`src/rtl/mem_port_arbiter_pkg.sv`:
```
// Shared types for the unified-memory port arbiter: FSM state and grant
// encodings plus the timeout counter width helper.
package mem_arb_pkg;

    typedef enum logic [1:0] {
        ST_IDLE = 2'd0,
        ST_BUSY = 2'd1,
        ST_DONE = 2'd2
    } arb_state_e;

    typedef enum logic {
        GNT_CPU = 1'b0,
        GNT_EXT = 1'b1
    } gnt_e;

    localparam int unsigned TIMEOUT_DEFAULT = 15;

    // Counter must be able to hold the value TIMEOUT itself.
    function automatic int cnt_width(input int unsigned timeout);
        return $clog2(timeout + 1);
    endfunction

endpackage

```
`src/rtl/mem_port_arbiter_if.sv`:
```
// Bundle of the core, external-port and memory handshake signals around the
// arbiter; master is the arbiter's view, slave the surrounding system's view.
interface mem_port_arbiter_if #(
    parameter int AW = 32,
    parameter int DW = 32
);
    logic          CpuReq;
    logic          CpuWe;
    logic [AW-1:0] CpuAddr;
    logic [DW-1:0] CpuWData;
    logic [DW-1:0] CpuRData;
    logic          CpuDone;
    logic          CpuStall;

    logic          ExtReq;
    logic          ExtWe;
    logic [AW-1:0] ExtAddr;
    logic [DW-1:0] ExtWData;
    logic [DW-1:0] ExtRData;
    logic          ExtDone;

    logic          MemReq;
    logic          MemWe;
    logic [AW-1:0] MemAddr;
    logic [DW-1:0] MemWData;
    logic [DW-1:0] MemRData;
    logic          MemAck;

    logic          Err;

    modport master (
        input  CpuReq, CpuWe, CpuAddr, CpuWData,
        input  ExtReq, ExtWe, ExtAddr, ExtWData,
        input  MemRData, MemAck,
        output CpuRData, CpuDone, CpuStall,
        output ExtRData, ExtDone,
        output MemReq, MemWe, MemAddr, MemWData,
        output Err
    );

    modport slave (
        output CpuReq, CpuWe, CpuAddr, CpuWData,
        output ExtReq, ExtWe, ExtAddr, ExtWData,
        output MemRData, MemAck,
        input  CpuRData, CpuDone, CpuStall,
        input  ExtRData, ExtDone,
        input  MemReq, MemWe, MemAddr, MemWData,
        input  Err
    );

endinterface

```
`src/rtl/mem_port_arbiter_timeout.sv`:
```
// Counts BUSY cycles without a memory ack; expired_o marks the enabled cycle
// on which the count reaches TIMEOUT.
module arb_timeout_counter
    import mem_arb_pkg::*;
#(
    parameter int TIMEOUT = 15
) (
    input  logic clk,
    input  logic rst,
    input  logic clear_i,
    input  logic enable_i,
    output logic expired_o
);

    localparam int CW = cnt_width(TIMEOUT);
    localparam logic [CW-1:0] CNT_MAX  = CW'(TIMEOUT);
    localparam logic [CW-1:0] CNT_LAST = CW'(TIMEOUT - 1);

    logic [CW-1:0] count_q;
    logic [CW-1:0] count_d;

    // Next count: clear wins, otherwise saturating increment while enabled.
    always_comb begin
        count_d = count_q;
        if (clear_i) begin
            count_d = '0;
        end else if (enable_i && (count_q != CNT_MAX)) begin
            count_d = count_q + CW'(1);
        end else begin
            count_d = count_q;
        end
    end

    // Count register.
    always_ff @(posedge clk or negedge rst) begin
        if (!rst) begin
            count_q <= '0;
        end else begin
            count_q <= count_d;
        end
    end

    assign expired_o = enable_i && (count_q == CNT_LAST);

endmodule

```
`src/rtl/mem_port_arbiter.sv`:
```
// Round-robin arbiter sharing one memory between the core and an external
// loader port, with registered handshakes and a sticky timeout error.
module mem_port_arbiter
    import mem_arb_pkg::*;
#(
    parameter int AW      = 32,
    parameter int DW      = 32,
    parameter int TIMEOUT = 15
) (
    input logic                clk,
    input logic                rst,
    mem_port_arbiter_if.master bus
);

    localparam logic [DW-1:0] ALL_ONES = {DW{1'b1}};

    arb_state_e    state_q;
    gnt_e          gnt_q;
    gnt_e          last_gnt_q;
    gnt_e          gnt_d;
    logic          mem_req_q;
    logic          mem_we_q;
    logic [AW-1:0] mem_addr_q;
    logic [DW-1:0] mem_wdata_q;
    logic [DW-1:0] cpu_rdata_q;
    logic [DW-1:0] ext_rdata_q;
    logic          cpu_done_q;
    logic          ext_done_q;
    logic          err_q;

    logic          cnt_clr_s;
    logic          cnt_en_s;
    logic          cnt_expired_s;

    // Winner for the next grant: on a tie the port not served last time wins.
    always_comb begin
        gnt_d = GNT_CPU;
        if (bus.CpuReq && bus.ExtReq) begin
            gnt_d = (last_gnt_q == GNT_CPU) ? GNT_EXT : GNT_CPU;
        end else if (bus.ExtReq) begin
            gnt_d = GNT_EXT;
        end else begin
            gnt_d = GNT_CPU;
        end
    end

    assign cnt_clr_s = (state_q != ST_BUSY);
    assign cnt_en_s  = (state_q == ST_BUSY) && !bus.MemAck;

    arb_timeout_counter #(
        .TIMEOUT (TIMEOUT)
    ) u_timeout (
        .clk       (clk),
        .rst       (rst),
        .clear_i   (cnt_clr_s),
        .enable_i  (cnt_en_s),
        .expired_o (cnt_expired_s)
    );

    // Arbitration FSM with all registered outputs.
    always_ff @(posedge clk or negedge rst) begin
        if (!rst) begin
            state_q     <= ST_IDLE;
            gnt_q       <= GNT_CPU;
            last_gnt_q  <= GNT_EXT;
            mem_req_q   <= 1'b0;
            mem_we_q    <= 1'b0;
            mem_addr_q  <= '0;
            mem_wdata_q <= '0;
            cpu_rdata_q <= '0;
            ext_rdata_q <= '0;
            cpu_done_q  <= 1'b0;
            ext_done_q  <= 1'b0;
            err_q       <= 1'b0;
        end else begin
            cpu_done_q <= 1'b0;
            ext_done_q <= 1'b0;
            case (state_q)
                ST_IDLE: begin
                    if (bus.CpuReq || bus.ExtReq) begin
                        gnt_q      <= gnt_d;
                        last_gnt_q <= gnt_d;
                        mem_req_q  <= 1'b1;
                        state_q    <= ST_BUSY;
                        if (gnt_d == GNT_EXT) begin
                            mem_we_q    <= bus.ExtWe;
                            mem_addr_q  <= bus.ExtAddr;
                            mem_wdata_q <= bus.ExtWData;
                        end else begin
                            mem_we_q    <= bus.CpuWe;
                            mem_addr_q  <= bus.CpuAddr;
                            mem_wdata_q <= bus.CpuWData;
                        end
                    end else begin
                        state_q <= ST_IDLE;
                    end
                end
                ST_BUSY: begin
                    // An ack on the final counted cycle still beats the timeout.
                    if (bus.MemAck || cnt_expired_s) begin
                        mem_req_q <= 1'b0;
                        state_q   <= ST_DONE;
                        if (!bus.MemAck) begin
                            err_q <= 1'b1;
                        end else begin
                            err_q <= err_q;
                        end
                        if (gnt_q == GNT_EXT) begin
                            ext_done_q <= 1'b1;
                            if (!mem_we_q) begin
                                ext_rdata_q <= bus.MemAck ? bus.MemRData : ALL_ONES;
                            end else begin
                                ext_rdata_q <= ext_rdata_q;
                            end
                        end else begin
                            cpu_done_q <= 1'b1;
                            if (!mem_we_q) begin
                                cpu_rdata_q <= bus.MemAck ? bus.MemRData : ALL_ONES;
                            end else begin
                                cpu_rdata_q <= cpu_rdata_q;
                            end
                        end
                    end else begin
                        state_q <= ST_BUSY;
                    end
                end
                ST_DONE: begin
                    state_q <= ST_IDLE;
                end
                default: begin
                    mem_req_q <= 1'b0;
                    state_q   <= ST_IDLE;
                end
            endcase
        end
    end

    assign bus.MemReq   = mem_req_q;
    assign bus.MemWe    = mem_we_q;
    assign bus.MemAddr  = mem_addr_q;
    assign bus.MemWData = mem_wdata_q;
    assign bus.CpuRData = cpu_rdata_q;
    assign bus.ExtRData = ext_rdata_q;
    assign bus.CpuDone  = cpu_done_q;
    assign bus.ExtDone  = ext_done_q;
    assign bus.Err      = err_q;
    assign bus.CpuStall = bus.CpuReq & ~cpu_done_q;

endmodule

```
`src/flat_wrapper.sv`:
```
// flat-port wrapper written by rule: the top's interface ports become plain ports
module mem_port_arbiter_flat import mem_arb_pkg::*;
#(
    parameter int AW      = 32,
    parameter int DW      = 32,
    parameter int TIMEOUT = 15
)
  (clk, rst, bus_CpuReq, bus_CpuWe, bus_CpuAddr, bus_CpuWData, bus_ExtReq, bus_ExtWe, bus_ExtAddr, bus_ExtWData, bus_MemRData, bus_MemAck, bus_CpuRData, bus_CpuDone, bus_CpuStall, bus_ExtRData, bus_ExtDone, bus_MemReq, bus_MemWe, bus_MemAddr, bus_MemWData, bus_Err);
  mem_port_arbiter_if #(.AW(AW), .DW(DW)) bus_i ();
  input logic clk;
  input logic rst;
  input wire logic [$bits(bus_i.CpuReq)-1:0] bus_CpuReq;
  input wire logic [$bits(bus_i.CpuWe)-1:0] bus_CpuWe;
  input wire logic [$bits(bus_i.CpuAddr)-1:0] bus_CpuAddr;
  input wire logic [$bits(bus_i.CpuWData)-1:0] bus_CpuWData;
  input wire logic [$bits(bus_i.ExtReq)-1:0] bus_ExtReq;
  input wire logic [$bits(bus_i.ExtWe)-1:0] bus_ExtWe;
  input wire logic [$bits(bus_i.ExtAddr)-1:0] bus_ExtAddr;
  input wire logic [$bits(bus_i.ExtWData)-1:0] bus_ExtWData;
  input wire logic [$bits(bus_i.MemRData)-1:0] bus_MemRData;
  input wire logic [$bits(bus_i.MemAck)-1:0] bus_MemAck;
  output wire logic [$bits(bus_i.CpuRData)-1:0] bus_CpuRData;
  output wire logic [$bits(bus_i.CpuDone)-1:0] bus_CpuDone;
  output wire logic [$bits(bus_i.CpuStall)-1:0] bus_CpuStall;
  output wire logic [$bits(bus_i.ExtRData)-1:0] bus_ExtRData;
  output wire logic [$bits(bus_i.ExtDone)-1:0] bus_ExtDone;
  output wire logic [$bits(bus_i.MemReq)-1:0] bus_MemReq;
  output wire logic [$bits(bus_i.MemWe)-1:0] bus_MemWe;
  output wire logic [$bits(bus_i.MemAddr)-1:0] bus_MemAddr;
  output wire logic [$bits(bus_i.MemWData)-1:0] bus_MemWData;
  output wire logic [$bits(bus_i.Err)-1:0] bus_Err;
  assign bus_i.CpuReq = bus_CpuReq;
  assign bus_i.CpuWe = bus_CpuWe;
  assign bus_i.CpuAddr = bus_CpuAddr;
  assign bus_i.CpuWData = bus_CpuWData;
  assign bus_i.ExtReq = bus_ExtReq;
  assign bus_i.ExtWe = bus_ExtWe;
  assign bus_i.ExtAddr = bus_ExtAddr;
  assign bus_i.ExtWData = bus_ExtWData;
  assign bus_i.MemRData = bus_MemRData;
  assign bus_i.MemAck = bus_MemAck;
  assign bus_CpuRData = bus_i.CpuRData;
  assign bus_CpuDone = bus_i.CpuDone;
  assign bus_CpuStall = bus_i.CpuStall;
  assign bus_ExtRData = bus_i.ExtRData;
  assign bus_ExtDone = bus_i.ExtDone;
  assign bus_MemReq = bus_i.MemReq;
  assign bus_MemWe = bus_i.MemWe;
  assign bus_MemAddr = bus_i.MemAddr;
  assign bus_MemWData = bus_i.MemWData;
  assign bus_Err = bus_i.Err;
  mem_port_arbiter #(.AW(AW), .DW(DW), .TIMEOUT(TIMEOUT)) u_core (.clk(clk), .rst(rst), .bus(bus_i));
endmodule
```
`config.mk`:
```
export PLATFORM = sky130hd
export DESIGN_NAME = mem_port_arbiter_flat
export DESIGN_NICKNAME = d
export VERILOG_FILES = /design/src/rtl/mem_port_arbiter_pkg.sv /design/src/rtl/mem_port_arbiter_if.sv /design/src/rtl/mem_port_arbiter_timeout.sv /design/src/rtl/mem_port_arbiter.sv /design/src/flat_wrapper.sv
export SDC_FILE = /design/constraint.sdc
export NUM_CORES = 1
export LEC_CHECK = 0
export ABC_AREA = 1
export BUFFER_PORTS_ARGS = -buffer_cell sky130_fd_sc_hd__clkbuf_2
export CORE_MARGIN = 2
export CORE_UTILIZATION = 42
export DETAILED_ROUTE_END_ITERATION = 10
export GPL_TIMING_DRIVEN = 1
export PLACE_DENSITY = 0.86
export SLEW_MARGIN = 20
export SYNTH_ARGS = -nofsm -noshare
export SYNTH_HDL_FRONTEND = slang
export SYNTH_SLANG_ARGS = --single-unit
```
`constraint.sdc`:
```
create_clock -name clk -period 1.44 [get_ports clk]
set_input_delay 0.072 -clock clk [delete_from_list [all_inputs] [get_ports clk]]
set_output_delay 0.072 -clock clk [all_outputs]
set_load 0.01 [all_outputs]
```
======== Yosys cells after proc, flatten, opt, wreduce, memory -nomap -nowiden ========
Index checks and enable logic that the tools add are counted.
word-level totals
  bits in registers ....................... 141
  latch bits .............................. 0
  RAM bits ................................ 0
  bits in read-only memories .............. 0
  bits of input ports ..................... 167
  output and inout bits ................... 134
  logic and storage cells ................. 62
  memories ................................ 0
operators by class
  add/subtract/negate cells ............... 1
  $mul .................................... 0
  div/mod/pow operators ................... 0
  $lt $le $gt $ge ......................... 0
  equality and inequality tests ........... 7
  shifts and indexed selects .............. 0
  mux-type cells .......................... 21
  bitwise operators ....................... 6
  reduce and logical (&&, ||, !) cells .... 14
operators by type and width
  cell                                                 number
  two-way mux 32 bit                                   3
  two-way mux 1 bit                                    13
  two-way mux 4 bit                                    2
  AND reduction 4 bit                                  2
  AND reduction 3 bit                                  2
  NOT 1 bit                                            5
  adder 4 x 1 -> 4 bit, second input constant          1
  equality test 4 bit, second input constant           1
  logical AND 1 bit                                    4
  != test 2 x 1 -> 1 bit, second input constant        2
  != test 4 bit, second input constant                 1
  case mux 2 bit (2 select lines)                      1
  case mux 1 bit (3 select lines)                      1
  equality test 2 x 1 -> 1 bit, second input constant  1
  equality test 2 bit, second input constant           1
  zero test 2 bit                                      1
  logical OR 1 bit                                     2
  two-way mux 2 bit                                    1
  != test 2 bit, second input constant                 1
  AND reduction 2 bit                                  1
  nonzero test 2 bit                                   1
  bitwise AND 1 bit                                    1
  zero test 1 bit                                      1

======== Depth between registers and ports, before layout ========
Gate-level depths: netlist (run 1).
  depth in word-level cells ............... 6
  mapped depth ............................ 8
  mapped depth without buffers ............ 7

======== Hierarchy ========
From an unflattened synthesis (run 1), not the netlist that was laid out.
second synthesis, totals
  cells, all modules ...................... 942
  area total of the unflattened synthesis .. 6970.4 sq um
by module, submodules not included
  module               times used  cells each  area an instance (sq um)  sequential area each (sq um)
  mem_port_arbiter     1           909         6723.9                    3429.5
  arb_timeout_counter  1           33          246.5                     100.1

======== Worst setup path after synthesis (run 1) ========
Ideal clock, no wire load.
  path type ............................... register to register
  start ................................... register u_core.u_timeout.count_q[0]
  end ..................................... register u_core.cpu_rdata_q[10] (netlist: u_core.bus.CpuRData[10])
  library setup time ...................... 0.121 ns
  arrival ................................. 1.245 ns
  data required time ...................... 1.319 ns
  setup slack ............................. 0.074 ns
  stages on the path, launching flop included .. 9
  buffers on the path ..................... 1
  period minus slack after synthesis ...... 1.366 ns
  path through ............................ dfrtp_1 -> inv_1 -> ha_1 -> nand3_4 -> nand2_4 -> nand3_4 -> buf_6 -> nand2_1 -> o21ai_2
between the ends
  longest elaborated chain between the ends .. 4
ends and longest elaborated chain
  what                           line                            text
  from (decl)                    mem_port_arbiter_timeout.sv:19  logic [CW-1:0] count_q;
  from (signal assigned)         mem_port_arbiter_timeout.sv:39  count_q <= count_d;
  equality test 4 bit            mem_port_arbiter_timeout.sv:43  assign expired_o = enable_i && (count_q == CNT_LAST);
  logical AND 1 bit              mem_port_arbiter_timeout.sv:43
  logical OR 1 bit               mem_port_arbiter.sv:100         if (bus.MemAck || cnt_expired_s) begin
  AND reduction 4 bit (no line)  n/a
  to (signal assigned)           mem_port_arbiter.sv:118         cpu_rdata_q <= bus.MemAck ? bus.MemRData : ALL_ONES;
  to (signal assigned)           mem_port_arbiter.sv:120         cpu_rdata_q <= cpu_rdata_q;
  to (decl)                      mem_port_arbiter.sv:25          logic [DW-1:0] cpu_rdata_q;
No other way between the ends.
A chain may end at the register's enable or synchronous reset.

======== Final worst setup path (run 1) ========
  start ................................... register u_core.u_timeout.count_q[0]
  end ..................................... register u_core.cpu_rdata_q[11] (netlist: u_core.bus.CpuRData[11])
Same word-level chain as after synthesis.

==> impl_results.md, run 1 <==
* Critical path's slowest cell: dfrtp_1
* Switching share of power at 0.420
* Final-report max-slew violation count at 0
* Rel. slew slack at 0.728
* Top FF cell, synth: dfrtp_1
* Core box area at 0.0146 mm2
* Sequential element share of the synthesized area at 0.556
* NetSw at 8.76 mW
* Setup-failing EPs final at 48
* Share of layout cells above drive strength 1 at 0.374
* Num rows at 44
* Antenna-violating nets left at 0
* YS warnings at 0
* Status: finished with violations
* TNS Setup at -1.83 ns
* Setup Skew at 0.0110 ns
* Post-synthesis cell type count at 27
* FMAX at 0.653 GHz
* Combinational Power Share at 0.448
* Number of synthesized flops with an enable pin at 0
* Worst-path fanout max at 9
* CTS tree: yes
* Iter 0 DRT Violations at 746
* Yosys reg bits at 141
* Reg power frac at 0.350
* Clock latency on the worst-skew pair at 0.42 ns
* Top Family by Delay on Critical Path: buffers and inverters
* Gr ovfl total at 0
* GRT Util Overall at 0.320
* First-pass GRT wire length at a little over 40000 um
* First-pass DRT Iterations at 6
* Vias in the first global route at 7813
* ANT cells at 0
* Largest net degree at the start of global routing at 66
* Min Clock Period, post-route at ~1.5 ns
* Clk slew on worst S/H paths at around 0.060 ns
* Mean Syn Cell Area at ~8.7 um2
* Initial Util at 0.434
* Critical path class: reg -> reg
* CP required at 1.77 ns
* Violated checks: hold timing, setup timing
* Wire per inst at 19.6 um
* WP data arrival at 1.86 ns
* Leakage at 5.44 nW
* DRC violations left at 0
* Placer Congestion at 0.923
* Fin Hold WS at -0.0133 ns
* Peak supply drop at ~0.0011 V
* Final WL at 27200 um
* HPWL Detailed at 13700 um
* DIE AREA at 0.0161 mm2
* Hold Crit Class: in -> reg
* Final worst setup slack at -0.0914 ns
* Root Buffer: clkbuf_16
* RSZ-0062 raised after global routing: yes
* Nets at 1363
* Total power draw at 20.9 mW
* Clock power frac at 0.202
* PD cells at 1950 mW/mm2
* Crit-path most repeated cell: nand3_4
* Mapped Area at 0.00635 mm2
* Critical Path Sink Type: flop
* Die Ht at 127 um
* CP startpoint kind: flop
* Post-Syn Nets at 896
* I/O pin count at 301
* Clock sinks at between 100 and 150
* Buf/Inv on CP at 3
* Die W at roughly 130 um
* Pre-CTS setup slack at -0.0389 ns
* Critical-path cell list: inv_1 -> ha_2 -> nand3_4 -> nand2_4 -> nand3_4 -> buf_12 -> clkbuf_16 -> o21ai_2
* Cell Int Power at 12.1 mW
* H-tree depth at 4
* Avg Vias per Cell at 5.55
* Final Cycle Share at 1.06
* Number of antenna violations at the first check in global routing at 0
* Synth Instances at just over 700
* Least-Margin Pin Slew at 0.408 ns
* Dpl cells at 1187
* Input/output buffers at 300
* Synth async-reset ratio at 1.00
* DR vias at between 7k and 8k
* TritonCTS Buffers at 17
* Layout area overhead at 68.0%
* Slowest stage delay, CP at roughly 0.37 ns
* Final cell count without fillers at 1391
* Clock Tree Buf Depth at 2
* Final Hold Vio Count at 1
* Max-Cap Viols at 0
## final timing paths
check                                            start                       to  slack [ns]  cells past startpoint
max                        u_core.u_timeout.count_q[0]  u_core.bus.CpuRData[11]       -0.09                      8
min                                    bus_CpuAddr[28]   u_core.bus.MemAddr[28]       -0.01                      3
max reg2reg                u_core.u_timeout.count_q[0]  u_core.bus.CpuRData[11]       -0.09                      8
min reg2reg                          u_core.last_gnt_q        u_core.last_gnt_q        0.47                      2
max in group asynchronous                          rst        u_core.last_gnt_q        0.80                      3
min in group asynchronous                          rst  u_core.bus.ExtRData[23]        0.11                      2
## cell usage after synthesis, drive strengths merged (2+ instances only)
| library cell | instances | area share |
|---|---|---|
| nand2 | 176 | 0.11 |
| o21ai | 168 | 0.15 |
| dfrtp | 140 | 0.55 |
| nor2 | 105 | 0.063 |
| inv | 43 | 0.025 |
| buf | 38 | 0.039 |
| nand4 | 33 | 0.033 |
| clkbuf | 11 | 0.0067 |
| nand3 | 4 | 0.0071 |
| a21oi | 2 | 0.0016 |
| ha | 2 | 0.0039 |
| o21bai | 2 | 0.0041 |
## timing repair
action,in CTS,in global routing
resized for setup,7,79
pin swaps,0,4
endpoints found under the setup margin,28,129
cloned,0,5
hold buffers,159,2
setup buffers,0,6
hold endpoints to repair,242,2
## cells in the final DEF, fill, tap and decap left out, types with 2 or more instances in the layout
cell type / synthesis / final
o21ai_2: 33 / 37
nand2_4: 1 / 5
o21ai_0: 81 / 50
buf_12: 0 / 12
clkinv_4: 0 / 2
dlygate4sd3_1: 0 / 160
inv_6: 0 / 3
nor2_1: 103 / 103
clkbuf_16: 0 / 22
a21oi_1: 2 / 2
inv_4: 0 / 2
nand3_1: 2 / 2
o21ai_1: 54 / 80
clkinvlp_4: 0 / 2
nand2_1: 174 / 143
buf_8: 0 / 2
buf_4: 8 / 15
clkinv_2: 0 / 5
buf_6: 6 / 2
nand2_2: 1 / 28
inv_1: 39 / 39
clkbuf_2: 1 / 299
inv_2: 4 / 2
nand4_1: 32 / 32
nand3_4: 2 / 2
dfrtp_1: 140 / 140
clkbuf_8: 0 / 2
## through the flow
stage / util / instance area, um2
final: 0.729 / 10700
after global routing: 0.729 / 10700
after CTS: 0.704 / 10300
after detailed placement: 0.556 / 8140
after global placement: 0.556 / 8140
after floorplan: - / 6350
## cell type report
class,instances,area [um2]
well taps,184,230
flip-flops and latches,141,3530
fillers,853,3970
clock inverters,13,114
repair buffers,497,3670
multi-input cells,494,2510
inverters,43,166
clock buffers,19,453
## worst min-delay path, stage by stage
cell and delay [ns]:
clkbuf_2 0.08, o21ai_1 0.07, o21ai_1 0.14
## logic make-up (layout without fill, tap and decap cells)
group	count (synthesis)	after routing	synth area share
compound gates	172	172	0.158
fa+ha+maj	2	2	0.00394
buf+inv	92	572	0.0711
xor+xnor	2	2	0.00276
simple gates	318	318	0.209
flops	141	141	0.556
## routing by layer
layer  wire (um)  track usage
met2       12900        0.514
met3        3020       0.0955
met4        2010        0.241
met1        9260        0.360
met5           0            0
## power by group through the flow
stage               clock (mW)  combinational [mW]  sequential (mW)
floorplan                    0                3.53             7.78
global placement             0                7.56             7.00
detailed placement           0                7.79             7.04
CTS                       4.26                8.23             7.02
global route              4.43                10.0             7.45
finish                    4.22                9.35             7.29
## flip-flops by register name (all words and copies together), names as in the netlist, 2 cells and up
name	count
u_core.bus.MemAddr	32
u_core.bus.CpuRData	32
u_core.bus.ExtRData	32
u_core.u_timeout.count_q	4
u_core.bus.MemWData	32
u_core.state_q	2
Note: power is estimated with default switching activity, not from simulation.
==> run 2, diff against run 1 <==
Settings changed: SKIP_CTS_REPAIR_TIMING set to 1.
==> run 2 against run 1 <==
  * The run still ends with hold timing, setup timing left
  * Clock power barely moved
  * Sequential power fell by 0.5%
  * Via count fell by 2.5%
  * Critical path type unchanged
  * Largest cell class is now flip-flops and latches
==> impl_results.md, run 2 (synthesized netlist as in run 1, its figures left out) <==
* Clock Tree Buf Depth at 2
* Hold path endpoint: u_core.bus.MemWData[25]
* Final worst setup slack at -0.147 ns
* Avg Vias per Cell at 5.54
* Combinational Power Share at 0.433
* Layout area overhead at 60.3%
* Final-report max-slew violation count at 0
* Critical path's slowest cell: dfstp_2
* I/O pin count at about 300
* Leakage at roughly 5.2 nW
* Worst R2R Setup Slack at -0.15 ns
* Input/output buffers at 300
* TritonCTS Buffers at 17
* Placer Congestion at 0.923
* Vias in the first global route at 6006
* Rel. slew slack at 0.703
* FMAX at 0.630 GHz
* Nets at roughly 1.3k
* HP Start: bus_CpuWData[25]
* Critical path class: reg -> reg
* Switching share of power at 0.418
* First-pass GRT wire length at 30200 um
* Worst r2r src: u_core.last_gnt_q
* Status: finished with violations
* Worst hold stages at 3
* NetSw at around 8.4 mW
* Final Hold Vio Count at 5
* Final Cycle Share at 1.10
* Root Buffer: clkbuf_16
* Fin Hold WS at -0.0360 ns
* Clk slew on worst S/H paths at 0.07 ns
* Setup Skew at a little over 0.01 ns
* Final WL at about 26000 um
* Top Family by Delay on Critical Path: flip-flops
* Dpl cells at ~1.2k
* Worst-path fanout max at 32
* ANT cells at 0
* Initial Util at 0.434
* Largest net degree at the start of global routing at 66
* Min Clock Period, post-route at about 1.6 ns
* H-tree depth at 4
* CTS tree: yes
* Slowest stage delay, CP at 0.53 ns
* WP data arrival at 1.87 ns
* DR vias at between 7k and 8k
* HPWL Detailed at 13700 um
* DRC violations left at 0
* Antenna-violating nets left at 0
* Peak supply drop at between 0.001 and 0.0015 V
* Final cell count without fillers at 1358
* Crit-path most repeated cell: o21ai_0
* Reg power frac at 0.358
* Number of antenna violations at the first check in global routing at 0
* Num rows at 44
* Gr ovfl total at 0
* Fillers at 961
* Iter 0 DRT Violations at ~640
* GRT Util Overall at 0.238
* CP startpoint kind: flop
* Die Ht at 127 um
* Cell Int Power at roughly 12 mW
* Final cell utilization of the core at 0.695
* DIE AREA at 0.0161 mm2
* Clock latency on the worst-skew pair at 0.42 ns
* Leading cell type in the layout, fill and taps excluded: clkbuf_2
* Buf/Inv on CP at 2
* Setup-failing EPs final at 16
* Core box area at 0.0146 mm2
* Max-Cap Viols at 0
* Least-Margin Pin Slew at about 0.45 ns
* First-pass DRT Iterations at 7
* Share of layout cells above drive strength 1 at 0.360
* Clock power frac at 0.209
* Hold Crit Class: in -> reg
* Pre-CTS setup slack at -0.0389 ns
* Violated checks: hold timing, setup timing
* CP required at 1.72 ns
* Wire per inst at between 15 and 20 um
* FF-to-FF End: u_core.bus.MemAddr[15]
* Commonest cells after routing, fill and taps aside: 299 x clkbuf_2, 155 x nand2_1, 140 x dfrtp_1
* Cells on worst reg2reg path at 6
* RSZ-0062 raised after global routing: yes
* Clock sinks at 141
* Critical-path cell list: nand2_1 -> nand2_4 -> inv_4 -> buf_12 -> o21ai_0 -> o21ai_0
* Critical Path Sink Type: flop
* Die W at roughly 130 um
* PD cells at 1990 mW/mm2
==> run 2: worst max-delay path by stage <==
stage,slack (ns),depth (start not counted),endpoint,start
2_1_floorplan,0.07,8,u_core.bus.CpuRData[10],u_core.u_timeout.count_q[0]
3_3_place_gp,0.02,8,u_core.bus.CpuRData[19],u_core.u_timeout.count_q[0]
3_5_place_dp,-0.04,8,u_core.bus.CpuRData[11],u_core.u_timeout.count_q[0]
4_1_cts,-0.06,8,u_core.bus.CpuRData[18],u_core.u_timeout.count_q[0]
5_1_grt,-0.17,6,u_core.bus.MemAddr[15],u_core.last_gnt_q
6_report,-0.15,6,u_core.bus.MemAddr[15],u_core.last_gnt_q
==> run 2: layer usage <==
| layer | track usage | wire length, um | part of all wire |
|---|---|---|---|
| met2 | 0.388 | 12300 | 0.48 |
| met4 | 0.126 | 1710 | 0.067 |
| met3 | 0.0683 | 2860 | 0.11 |
| met5 | 0 | 0 | 0 |
| met1 | 0.289 | 8720 | 0.34 |
==> run 2: worst register-to-register path: cells and delay by family (launching register included) <==
family | cells | cell delay (ns)
buffers and inverters | 2 | 0.25
AOI/OAI and AO/OA | 2 | 0.47
DFF | 1 | 0.53
and+or+nand+nor | 2 | 0.19
==> run 2: through the flow <==
step	TNS, ns	power [mW]	area (um2)
after global routing	-6.24	21.4	10200
after detailed placement	-0.324	14.8	8140
final	-0.454	20.2	10200
after CTS	-0.755	19.1	8700
after global placement	0	14.6	8140
after floorplan	0	11.3	6350
==> run 2: final cells by class <==
class                      count  area (um2)  share of cell area
clock buffer                  19         453              0.0445
clock inverter                13         114              0.0112
inverter                      43         164              0.0161
multi-input combinational    494        2440               0.239
sequential                   141        3530               0.347
tap                          184         230              0.0226
timing repair buffer         464        3250               0.320
==> run 2: power groups by stage <==
stage	registers, mW	logic (mW)	clock network [mW]
5_1_grt	7.42	9.51	4.46
6_report	7.25	8.77	4.22
4_1_cts	7.01	7.85	4.26
2_1_floorplan	7.78	3.53	0
3_5_place_dp	7.04	7.79	0
3_3_place_gp	7.00	7.56	0
